$ cat config.mk
export PLATFORM = sky130hd
export DESIGN_NAME = uart_rx_os_flat
export DESIGN_NICKNAME = d
export VERILOG_FILES = /design/src/rtl/uart_rx_os_if.sv /design/src/rtl/uart_rx_os.sv /design/src/flat_wrapper.sv
export SDC_FILE = /design/constraint.sdc
export NUM_CORES = 1
export LEC_CHECK = 0
export CAP_MARGIN = 10
export CORE_MARGIN = 8
export CORE_UTILIZATION = 50
export CTS_CLUSTER_SIZE = 28
export DETAILED_ROUTE_END_ITERATION = 8
export GPL_ROUTABILITY_DRIVEN = 1
export PLACE_DENSITY = 0.78
export SYNTH_ARGS = -nofsm -noshare
export SYNTH_HDL_FRONTEND = slang
export SYNTH_SLANG_ARGS = --single-unit
export TNS_END_PERCENT = 20
$ cat constraint.sdc
create_clock -name clk -period 5.2 [get_ports clk]
set_input_delay 1.56 -clock clk [delete_from_list [all_inputs] [get_ports clk]]
set_output_delay 1.56 -clock clk [all_outputs]
set_load 0.02 [all_outputs]
$ cat src/rtl/uart_rx_os_if.sv
// Valid/ready delivery channel of the oversampling UART receiver.
// The master drives received words, the slave drives m_ready.
interface uart_rx_os_if #(
    parameter int DATA_BITS = 8
) ();
    logic [DATA_BITS-1:0] m_data;
    logic                 m_parity_err;
    logic                 m_frame_err;
    logic                 m_valid;
    logic                 m_ready;

    modport master (
        output m_data,
        output m_parity_err,
        output m_frame_err,
        output m_valid,
        input  m_ready
    );

    modport slave (
        input  m_data,
        input  m_parity_err,
        input  m_frame_err,
        input  m_valid,
        output m_ready
    );
endinterface

$ cat src/rtl/uart_rx_os.sv
// uart_rx_os: parametrised oversampling UART receiver.
// Features: 3-sample majority vote, false-start rejection,
// parity and framing error flags, and a one-entry holding register
// on a valid/ready channel.
// Optional break detector: compiled in when UART_RX_BREAK_DET_EN is defined.
module uart_rx_os #(
    parameter int CLK_FREQ   = 50_000_000,
    parameter int BAUD_RATE  = 9600,
    parameter int OVERSAMPLE = 16,
    parameter int DATA_BITS  = 8,
    parameter int PARITY     = 0,
    parameter int STOP_BITS  = 1
) (
    input  logic clk,
    input  logic rst_n,
    input  logic rx,
    uart_rx_os_if.master m_if,
    output logic overrun
`ifdef UART_RX_BREAK_DET_EN
    ,
    output logic break_det
`endif
);
    localparam int DIV   = CLK_FREQ / (BAUD_RATE * OVERSAMPLE);
    localparam int DIV_W = (DIV > 1) ? $clog2(DIV) : 1;
    localparam int SC_W  = $clog2(OVERSAMPLE);
    localparam int M     = OVERSAMPLE / 2;

    localparam logic [2:0] S_IDLE   = 3'd0;
    localparam logic [2:0] S_START  = 3'd1;
    localparam logic [2:0] S_DATA   = 3'd2;
    localparam logic [2:0] S_PARITY = 3'd3;
    localparam logic [2:0] S_STOP   = 3'd4;
    localparam logic [2:0] S_LOAD   = 3'd5;

    // State that follows the last data bit depends on whether parity is sent.
    localparam logic [2:0] S_AFTER_DATA = (PARITY != 0) ? S_PARITY : S_STOP;

    if (DIV < 1) begin : g_err_div
        $error("uart_rx_os: CLK_FREQ / (BAUD_RATE * OVERSAMPLE) must be at least 1");
    end
    if ((OVERSAMPLE < 8) || (OVERSAMPLE % 2 != 0)) begin : g_err_os
        $error("uart_rx_os: OVERSAMPLE must be even and >= 8");
    end
    if ((DATA_BITS < 5) || (DATA_BITS > 9)) begin : g_err_db
        $error("uart_rx_os: DATA_BITS must be 5..9");
    end
    if ((PARITY < 0) || (PARITY > 2)) begin : g_err_par
        $error("uart_rx_os: PARITY must be 0, 1 or 2");
    end
    if ((STOP_BITS < 1) || (STOP_BITS > 2)) begin : g_err_stop
        $error("uart_rx_os: STOP_BITS must be 1 or 2");
    end

    logic                 r_rx_meta;
    logic                 r_rx_s;
    logic                 r_rx_prev;
    logic [2:0]           r_state;
    logic [DIV_W-1:0]     r_div;
    logic [SC_W-1:0]      r_sc;
    logic [3:0]           r_bitcnt;
    logic [DATA_BITS-1:0] r_shift;
    logic                 r_s0;
    logic                 r_s1;
    logic                 r_perr;
    logic                 r_ferr;

    logic w_start_edge;
    logic w_tick;
    logic w_wrap;
    logic w_decide;
    logic w_vote;
    logic w_par_calc;
    logic w_load_ok;

    assign w_start_edge = r_rx_prev & ~r_rx_s;
    assign w_tick       = (r_state != S_IDLE) && (r_div == DIV_W'(DIV - 1));
    assign w_wrap       = w_tick && (r_sc == SC_W'(OVERSAMPLE - 1));
    assign w_decide     = w_tick && (r_sc == SC_W'(M + 1));
    // Majority of the samples at sc = M-1, M and the live sample at sc = M+1.
    assign w_vote       = (r_s0 & r_s1) | (r_s0 & r_rx_s) | (r_s1 & r_rx_s);
    // XOR of data bits and received parity bit: 1 means an odd count of ones.
    assign w_par_calc   = (^r_shift) ^ w_vote;
    assign w_load_ok    = !m_if.m_valid || m_if.m_ready;

    // Two-flop synchroniser for rx plus a delayed copy for falling-edge detection.
    always_ff @(posedge clk or negedge rst_n) begin
        if (!rst_n) begin
            r_rx_meta <= 1'b1;
            r_rx_s    <= 1'b1;
            r_rx_prev <= 1'b1;
        end else begin
            r_rx_meta <= rx;
            r_rx_s    <= r_rx_meta;
            r_rx_prev <= r_rx_s;
        end
    end

    // Sample-tick divider: parked at 0 in IDLE so it restarts on the start edge.
    always_ff @(posedge clk or negedge rst_n) begin
        if (!rst_n) begin
            r_div <= '0;
        end else if (r_state == S_IDLE) begin
            r_div <= '0;
        end else if (w_tick) begin
            r_div <= '0;
        end else begin
            r_div <= r_div + 1'b1;
        end
    end

    // Frame FSM with sample counter, vote capture and shift register.
    always_ff @(posedge clk or negedge rst_n) begin
        if (!rst_n) begin
            r_state  <= S_IDLE;
            r_sc     <= '0;
            r_bitcnt <= '0;
            r_shift  <= '0;
            r_s0     <= 1'b0;
            r_s1     <= 1'b0;
            r_perr   <= 1'b0;
            r_ferr   <= 1'b0;
        end else begin
            if (w_tick) begin
                r_sc <= (r_sc == SC_W'(OVERSAMPLE - 1)) ? '0 : r_sc + 1'b1;
            end
            if (w_tick && (r_sc == SC_W'(M - 1))) begin
                r_s0 <= r_rx_s;
            end
            if (w_tick && (r_sc == SC_W'(M))) begin
                r_s1 <= r_rx_s;
            end
            case (r_state)
                S_IDLE: begin
                    r_sc <= '0;
                    if (w_start_edge) begin
                        r_state  <= S_START;
                        r_bitcnt <= '0;
                        r_perr   <= 1'b0;
                        r_ferr   <= 1'b0;
                    end
                end
                S_START: begin
                    if (w_decide && w_vote) begin
                        r_state <= S_IDLE;
                    end else if (w_wrap) begin
                        r_state  <= S_DATA;
                        r_bitcnt <= '0;
                    end
                end
                S_DATA: begin
                    if (w_decide) begin
                        r_shift  <= {w_vote, r_shift[DATA_BITS-1:1]};
                        r_bitcnt <= r_bitcnt + 1'b1;
                    end
                    if (w_wrap && (r_bitcnt == 4'(DATA_BITS))) begin
                        r_state  <= S_AFTER_DATA;
                        r_bitcnt <= '0;
                    end
                end
                S_PARITY: begin
                    if (w_decide) begin
                        r_perr <= (PARITY == 1) ? ~w_par_calc : w_par_calc;
                    end
                    if (w_wrap) begin
                        r_state <= S_STOP;
                    end
                end
                S_STOP: begin
                    if (w_decide) begin
                        r_ferr <= r_ferr | ~w_vote;
                        if (r_bitcnt == 4'(STOP_BITS - 1)) begin
                            r_state <= S_LOAD;
                        end else begin
                            r_bitcnt <= r_bitcnt + 1'b1;
                        end
                    end
                end
                S_LOAD: begin
                    r_state <= S_IDLE;
                end
                default: begin
                    r_state <= S_IDLE;
                end
            endcase
        end
    end

    // Holding register: load a finished frame if free or being drained, else flag overrun.
    always_ff @(posedge clk or negedge rst_n) begin
        if (!rst_n) begin
            m_if.m_data       <= '0;
            m_if.m_parity_err <= 1'b0;
            m_if.m_frame_err  <= 1'b0;
            m_if.m_valid      <= 1'b0;
            overrun           <= 1'b0;
        end else begin
            overrun <= 1'b0;
            if (m_if.m_valid && m_if.m_ready) begin
                m_if.m_valid <= 1'b0;
            end
            if (r_state == S_LOAD) begin
                if (w_load_ok) begin
                    m_if.m_data       <= r_shift;
                    m_if.m_parity_err <= r_perr;
                    m_if.m_frame_err  <= r_ferr;
                    m_if.m_valid      <= 1'b1;
                end else begin
                    overrun <= 1'b1;
                end
            end
        end
    end

`ifdef UART_RX_BREAK_DET_EN
    // Break: all-zero frame with a low stop bit and the line still low; held until rx_s is high.
    always_ff @(posedge clk or negedge rst_n) begin
        if (!rst_n) begin
            break_det <= 1'b0;
        end else if ((r_state == S_LOAD) && (r_shift == '0) && r_ferr && !r_rx_s) begin
            break_det <= 1'b1;
        end else if (r_rx_s) begin
            break_det <= 1'b0;
        end
    end
`endif
endmodule

$ cat src/flat_wrapper.sv
// flat-port wrapper written by rule: the top's interface ports become plain ports
module uart_rx_os_flat 
#(
    parameter int CLK_FREQ   = 50_000_000,
    parameter int BAUD_RATE  = 9600,
    parameter int OVERSAMPLE = 16,
    parameter int DATA_BITS  = 8,
    parameter int PARITY     = 0,
    parameter int STOP_BITS  = 1
)
  (clk, rst_n, rx, overrun, m_if_m_data, m_if_m_parity_err, m_if_m_frame_err, m_if_m_valid, m_if_m_ready);
  uart_rx_os_if #(.DATA_BITS(DATA_BITS)) m_if_i ();
  input  logic clk;
  input  logic rst_n;
  input  logic rx;
  output logic overrun;
  output wire logic [$bits(m_if_i.m_data)-1:0] m_if_m_data;
  output wire logic [$bits(m_if_i.m_parity_err)-1:0] m_if_m_parity_err;
  output wire logic [$bits(m_if_i.m_frame_err)-1:0] m_if_m_frame_err;
  output wire logic [$bits(m_if_i.m_valid)-1:0] m_if_m_valid;
  input wire logic [$bits(m_if_i.m_ready)-1:0] m_if_m_ready;
  assign m_if_m_data = m_if_i.m_data;
  assign m_if_m_parity_err = m_if_i.m_parity_err;
  assign m_if_m_frame_err = m_if_i.m_frame_err;
  assign m_if_m_valid = m_if_i.m_valid;
  assign m_if_i.m_ready = m_if_m_ready;
  uart_rx_os #(.CLK_FREQ(CLK_FREQ), .BAUD_RATE(BAUD_RATE), .OVERSAMPLE(OVERSAMPLE), .DATA_BITS(DATA_BITS), .PARITY(PARITY), .STOP_BITS(STOP_BITS)) u_core (.clk(clk), .rst_n(rst_n), .rx(rx), .m_if(m_if_i), .overrun(overrun));
endmodule
=== Word level (Yosys, flattened, before mapping) ===
Index checks and enable logic that the tools add are counted.

* Add/sub/neg operators: 3
* Eq/ne operators: 22
* Muxes and demuxes: 31
* Bitwise operators: 10
* Reductions and logical operators: 24

{| class="wikitable"
|+ Operator list
! kind !! count
|-
| two-way mux 4 bit || 10
|-
| two-way mux 3 bit || 7
|-
| two-way mux 9 bit || 2
|-
| == test 4 bit, second input constant || 4
|-
| case mux 4 bit (4 select lines) || 1
|-
| case mux 3 bit (5 select lines) || 1
|-
| != test 2 x 1 -> 1 bit, second input constant || 7
|-
| adder 9 x 1 -> 9 bit, second input constant || 1
|-
| == test 9 bit, second input constant || 1
|-
| adder 4 x 1 -> 4 bit, second input constant || 2
|-
| logical AND 1 bit || 8
|-
| two-way mux 1 bit || 8
|-
| parity 8 bit || 1
|-
| AND reduction 7 bit || 1
|-
| == test 3 x 2 -> 1 bit, second input constant || 2
|-
| == test 3 bit, second input constant || 2
|-
| != test 3 x 1 -> 1 bit, second input constant || 2
|-
| AND reduction 3 bit || 2
|-
| AND reduction 6 bit || 1
|-
| nonzero test 2 bit || 3
|-
| bitwise AND 1 bit || 4
|-
| == test 4 x 3 -> 1 bit, second input constant || 1
|-
| zero test 4 bit || 1
|-
| != test 2 bit, second input constant || 2
|-
| 11 further kinds || 16
|}

* Register bits after elaboration: 47
* Input bits: 4
* Output and inout port bits: 12

=== Logic depth before layout (Yosys ltp) ===
* Depth after elaboration: 7
* Gate-level depth with buffers: 8
* Depth with buffers taken out: 7

=== Worst setup path after synthesis ===
OpenSTA, ideal clock, no wires.

* Path kind: input to register
* From: input m_if_m_ready
* To: register u_core.m_if.m_data[0]
* Data arrival time: 2,350 ps
* Data required time: 5,075 ps
* Setup slack: 2,726 ps
* Stages on the path: 4
* Path buffers: 1
* Path through: nand2b_1 > and3_1 > buf_2 > mux2_2

* Cells in the longest elaborated chain, start to end: 2

{| class="wikitable"
|+ RTL lines
! what !! RTL line !! text
|-
| from (decl) || flat_wrapper.sv:21 || <nowiki>input wire logic [$bits(m_if_i.m_ready)-1:0] m_if_m_ready;</nowiki>
|-
| logical OR 1 bit || uart_rx_os.sv:84 || <nowiki>assign w_load_ok = !m_if.m_valid || m_if.m_ready;</nowiki>
|-
| AND reduction 2 bit (no line) || - ||
|-
| to (signal assigned) || uart_rx_os.sv:204 || <nowiki>m_if.m_data <= r_shift;</nowiki>
|-
| to (decl) || uart_rx_os_if.sv:13 || <nowiki>output m_data,</nowiki>
|}

No other way between the ends.
A chain may end at the register's enable or synchronous reset.

=== Worst setup path in the final report ===
* From: register u_core.m_if.m_frame_err
* To: output m_if_m_frame_err

{| class="wikitable"
|+ RTL lines
! what !! RTL line !! text
|-
| from (decl) || uart_rx_os_if.sv:15 || <nowiki>output m_frame_err,</nowiki>
|-
| from (signal assigned) || uart_rx_os.sv:206 || <nowiki>m_if.m_frame_err <= r_ferr;</nowiki>
|-
| to (decl) || flat_wrapper.sv:19 || <nowiki>output wire logic [$bits(m_if_i.m_frame_err)-1:0] m_if_m_frame_err;</nowiki>
|}

No word-level cell between the ends.

==> results.md <==
* Synth cell count leaders: 44 x dfrtp_1, 15 x mux2_2, 14 x nor2_1
* H-tree levels at 2
* Net Count, Synth at about 210
* Via-per-instance ratio at ~5.6
* DRT iter0 DRCs at 76
* Setup crit start kind: register
* Die height at ~84 µm
* Outcome: finished clean
* GPL Wtd Cong at 0.778
* Fmax at 0.352 GHz
* Final TNS setup at 0 ns
* Post-route DRC at 0
* Worst slew pin tran at 1.02 ns
* Clock Sinks at 47
* Max-cap violations at 0
* Synth Cell Area at about 2300 µm²
* Number of synthesized flops with an enable pin at 0
* TritonCTS clock tree: done
* Post-synth top area share at 47.8%
* Buf+Inv Stages, Crit Path at 1
* Worst-path maximum fanout at 2
* Worst vdd ir at ~0.19 mV
* First drt pass iteration count at 4
* Vias after detailed routing at around 1500
* Relative slew slack at 32.3%
* Final ANT Viol Nets at 0
* Distinct cells, synth at 46
* Dominant delay contributor by cell family on the critical path: buffers and inverters
* Data required time of the critical path at approximately 3.6 ns
* Post-cts resize count at 0
* RSZ-0062 raised after global routing: false
* Core ar. at 4380 µm²
* WL per Instance at around 15 µm
* Vias in the first global route at around 1500
* Count of buffers from port buffering at 15
* Crit path cell chain: clkdlybuf4s50_1
* Endpoints failing setup at 0
* Initial antenna violation count at 0
* Die X at approximately 84 µm
* Antenna diodes at 0
* WHS at between 0.3 and 0.4 ns
* Most common cell in the netlist: dfrtp_1
* Row cnt at 24
* Static Leak at 1.19 nW
* Critical path's slowest cell: clkdlybuf4s50_1
* Count of pins over their slew limit at 0
* Syn Area/Cell at around 11 µm²
* Ports at 16
* Crit share post-route at 54.7%
* YS warnings at 0
* Initial core utilization at a little over half
* First-pass GRT wire length at between 6 and 7 mm
* Routed WL at 3.95 mm
* Top_reg_cell synth: dfrtp_1
* Die Footprint at 7040 µm²
* Class of the worst hold path: register to register
* Cells after Synth at approximately 200
* Cts bufs inserted at 5
* Layout Area Growth over Synthesis at 12.6%
* Hold Buf Count CTS at 0
* Power density cells at between 200 and 300 nW/µm²
* Post-detail-place hpwl at ~2.8 mm
* Most area-hungry cell type in the Yosys netlist: dfrtp_1
* Final hold viol count at 0
* Clock Path Buffers at 2
* GRT Resource Usage Total at 12.1%
* Sequential share of the synthesized area at 51.2%
* CP arrival at about 1.3 ns
* Final setup skew at ~0.0078 ns
* Pin count of the biggest net entering global routing at 48
* Synth top area cells: dfrtp_1 48%, mux2_2 7.3%, ha_1 3.8%, dfstp_2 3.4%, xnor2_1 3.0%
* Kind of critical path: register to output pin
* Worst-Skew Late Latency at 0.30 ns
* Overflow after GRT at 0
* Critical Path Sink Type: output pin
* Crit path time final at about 2.8 ns
* Seq cells post-synth at between 40 and 50
* Max incr delay on CP at 0.61 ns
* Root Driver: clkbuf_8
* Clock transition at path regs at 0.09 ns
* Ys async rst share at 100%
* Layout cells sized above 1 at about 16%
* Fin nets at between 200 and 250
* Postcts setup bufs at 0
==> placed cells by master (no fill, tap or decap), types with 2 or more instances in the layout <==
master and n:
clkdlybuf4s50_1 14, nor2_1 14, inv_1 9, xor2_1 8, dfrtp_1 44, nor3_1 4, a311oi_1 2, and3_1 4
clkbuf_8 5, o21ai_0 6, nand4_1 6, xnor2_1 8, ha_1 7, nand2_1 11, a21oi_1 6, mux2_2 15
and2_1 2, nand2b_1 4, a21o_1 4, nand3_1 7, and4bb_4 2, nor2b_1 3, mux2_1 6, dfstp_2 3
==> where the power goes <==
part	total, mW	switching (mW)	leakage [nW]	internal [mW]
logic	0.0731	0.0408	0.501	0.0323
clock network	0.272	0.127	0.0548	0.145
registers	0.415	0.0278	0.636	0.387
total	0.760	0.196	1.19	0.564
==> worst reg2reg max path, stage by stage, from the launching register on <==
cell	delay [ns]
dfrtp_1	0.61
or3b_2	0.50
o22ai_1	0.18
o32ai_2	0.14
or4_1	0.45
o21ai_1	0.10
==> path summary, 6_finish.rpt <==
kind / start / endpoint / slack (ns) / depth (start not counted)
hold / removal: u_core.r_rx_meta / u_core.r_rx_s / 0.36 / 0
setup / recovery: u_core.m_if.m_frame_err / m_if_m_frame_err / 2.36 / 1
max in group asynchronous: rst_n / u_core.r_perr / 3.15 / 1
setup reg to reg: u_core.r_state[2] / u_core.r_bitcnt[2] / 3.15 / 5
min in group asynchronous: rst_n / u_core.r_shift[6] / 1.43 / 1
hold reg to reg: u_core.r_rx_meta / u_core.r_rx_s / 0.36 / 0
==> state kept, by name, summed over array words and instances, names as in the netlist, 3 cells and up <==
register,flops
u_core.r_shift,8
u_core.r_sc,4
u_core.r_bitcnt,4
u_core.r_state,3
u_core.m_if.m_data,8
u_core.r_div,9
==> metrics by stage <==
stage                     area [µm²]  util (%)  instances  total power, mW  setup WS [ns]
after floorplan                 2300         -        201            0.470           2.73
after global placement          2480      56.6        263            0.492           2.09
after detailed placement        2480      56.6        263            0.496           2.08
after CTS                       2600      59.2        271            0.772           2.33
after global routing            2600      59.2        271            0.799           2.30
final                           2600      59.2        271            0.760           2.36
==> cells by family after synthesis <==
family | Yosys count | share of synthesized area [%]
simple gates | 68 | 17.3
flops | 47 | 51.2
compound gates | 27 | 8.04
mux | 21 | 10.3
xor+xnor | 16 | 6.08
buf+inv | 14 | 2.93
fa+ha+maj | 8 | 4.23
==> metal layers <==
metal	share of wire, %	track usage [%]
met1	47	14.3
met2	47	19.4
met3	4.1	4.00
met4	1.6	5.34
met5	0	0
==> cell type report <==
class / count / area (µm²)
Fill cell: 364 / 1790
Inverter: 9 / 33.8
Clock inverter: 3 / 46.3
Sequential cell: 47 / 1180
Multi-Input combinational cell: 140 / 1060
Clock buffer: 5 / 68.8
Tap cell: 52 / 65.1
Timing Repair Buffer: 15 / 145
(Power assumes the default switching activity.)
==> patch (same settings) <==
`PARITY` is set to 0 in 2 places; all go to 1.
--- a/src/rtl/uart_rx_os.sv
+++ b/src/rtl/uart_rx_os.sv
@@ -8,7 +8,7 @@
     parameter int BAUD_RATE  = 9600,
     parameter int OVERSAMPLE = 16,
     parameter int DATA_BITS  = 8,
-    parameter int PARITY     = 0,
+    parameter int PARITY     = 1,
     parameter int STOP_BITS  = 1
 ) (
     input  logic clk,
--- a/src/flat_wrapper.sv
+++ b/src/flat_wrapper.sv
@@ -5,7 +5,7 @@
     parameter int BAUD_RATE  = 9600,
     parameter int OVERSAMPLE = 16,
     parameter int DATA_BITS  = 8,
-    parameter int PARITY     = 0,
+    parameter int PARITY     = 1,
     parameter int STOP_BITS  = 1
 )
   (clk, rst_n, rx, overrun, m_if_m_data, m_if_m_parity_err, m_if_m_frame_err, m_if_m_valid, m_if_m_ready);
Check against the original RTL: no difference found for any inputs over 10 cycles, from zero or initial values and one cycle with rst_n low; that may be too few to reach the edited logic, so the function may still have changed.
==> patch against the original RTL <==
Routed wire length grew 0.51%; sequential power grew 2%; highest routed layer unchanged; largest cell class unchanged; maximum frequency hardly changed; power is 1.1% higher; sequential cell count unchanged; critical endpoint unchanged; combinational power fell by 4.7%; die area is 0.39% lower; count of clock-buffer cells in the layout unchanged; design area is essentially flat; worst setup slack better by 0.0016 ns; synthesized area fell by 0.49%.
==> patch: results <==
export IMPL_outcome="finished, final reports clean"
export IMPL_pre_cts_slack_ns=2.03
export IMPL_drive_above_1_share_pct=19.3
export IMPL_multi_input_area_um2=1050
export IMPL_peakVddDrop_uv=223
export IMPL_dp_hpwl_mm=2.74
export IMPL_synth_mux_area_share_pct=9.82
export IMPL_maxSlewHeadroom_pct=30.9
export IMPL_dpl_instance_area_um2=2480
export IMPL_drtIter0Drc=119
export IMPL_synthArstFlopShare_pct=100
export IMPL_highest_layer="met4"
export IMPL_bufAreaShareNonClock_pct=5.59
export IMPL_nets=233
export IMPL_synth_fa_ha_area_share_pct=4.26
export IMPL_grt_util_met1_pct=14.3
export IMPL_syn_area_per_cell_um2=11.2
export IMPL_finalClockSkew_ns=0.0101
export IMPL_track_usage_pct=11.8
export IMPL_cpMaxStageDelayCell="clkdlybuf4s50_1"
export IMPL_crit_family="buffers and inverters"
export IMPL_sh_seq_area_pct=45.5
export IMPL_pwr_share_comb_pct=9.1
export IMPL_leakagePower_nw=1.18
export IMPL_grt_pass1_vias=1509
export IMPL_gr_usage_met2_pct=18.5
export IMPL_synthFlopType="dfrtp_1"
export IMPL_multi_input_gates=144
export IMPL_fin_util_pct=59.2
export IMPL_final_fill_count=366
export IMPL_switchingPower_w=0.000193
export IMPL_wl_met1_mm=1.88
export IMPL_synth_compound_area_share_pct=7.42
export IMPL_grt_use_met3_pct=3.13
export IMPL_synth_yosys_seq_area_share_pct=51.4
export IMPL_synth_xor_area_share_pct=6.49
export IMPL_grt_pass1_wl_mm=6.91
export IMPL_clock_cell_area_share_pct=4.48
export IMPL_dp_cells=267
export IMPL_routabilityCongestion=0.832
export IMPL_wl_met3_um=157
export IMPL_pg_comb_w=0.0000697
export IMPL_via_per_inst=5.63
export IMPL_fin_cells=275
export IMPL_synthCells=204
export IMPL_wl_met2_mm=1.83
export IMPL_yosys_top_cells_count="dfrtp_1, mux2_2, nor2_1"
==> patch: cell types whose count changed in the layout (fill, tap and decap cells not counted), moves of 3 or more <==
| cell | delta |
|---|---|
| nor2_1 | +4 |
| mux2_1 | -6 |
| nand3_1 | +3 |
| nand2_1 | +3 |
| a21o_1 | -4 |
| mux2_2 | +5 |
| nand4_1 | -4 |
==> patch: worst paths after layout <==
| kind | startpoint | endpoint | slack (ns) | depth (start not counted) |
|---|---|---|---|---|
| hold / removal | u_core.r_rx_meta | u_core.r_rx_s | 0.36 | 0 |
| setup reg to reg | u_core.r_state[0] | u_core.r_shift[7] | 2.94 | 5 |
| setup / recovery | u_core.m_if.m_frame_err | m_if_m_frame_err | 2.36 | 1 |
| max in group asynchronous | rst_n | u_core.m_if.m_data[4] | 3.12 | 1 |
| min in group asynchronous | rst_n | u_core.r_div[5] | 1.43 | 1 |
| hold reg to reg | u_core.r_rx_meta | u_core.r_rx_s | 0.36 | 0 |
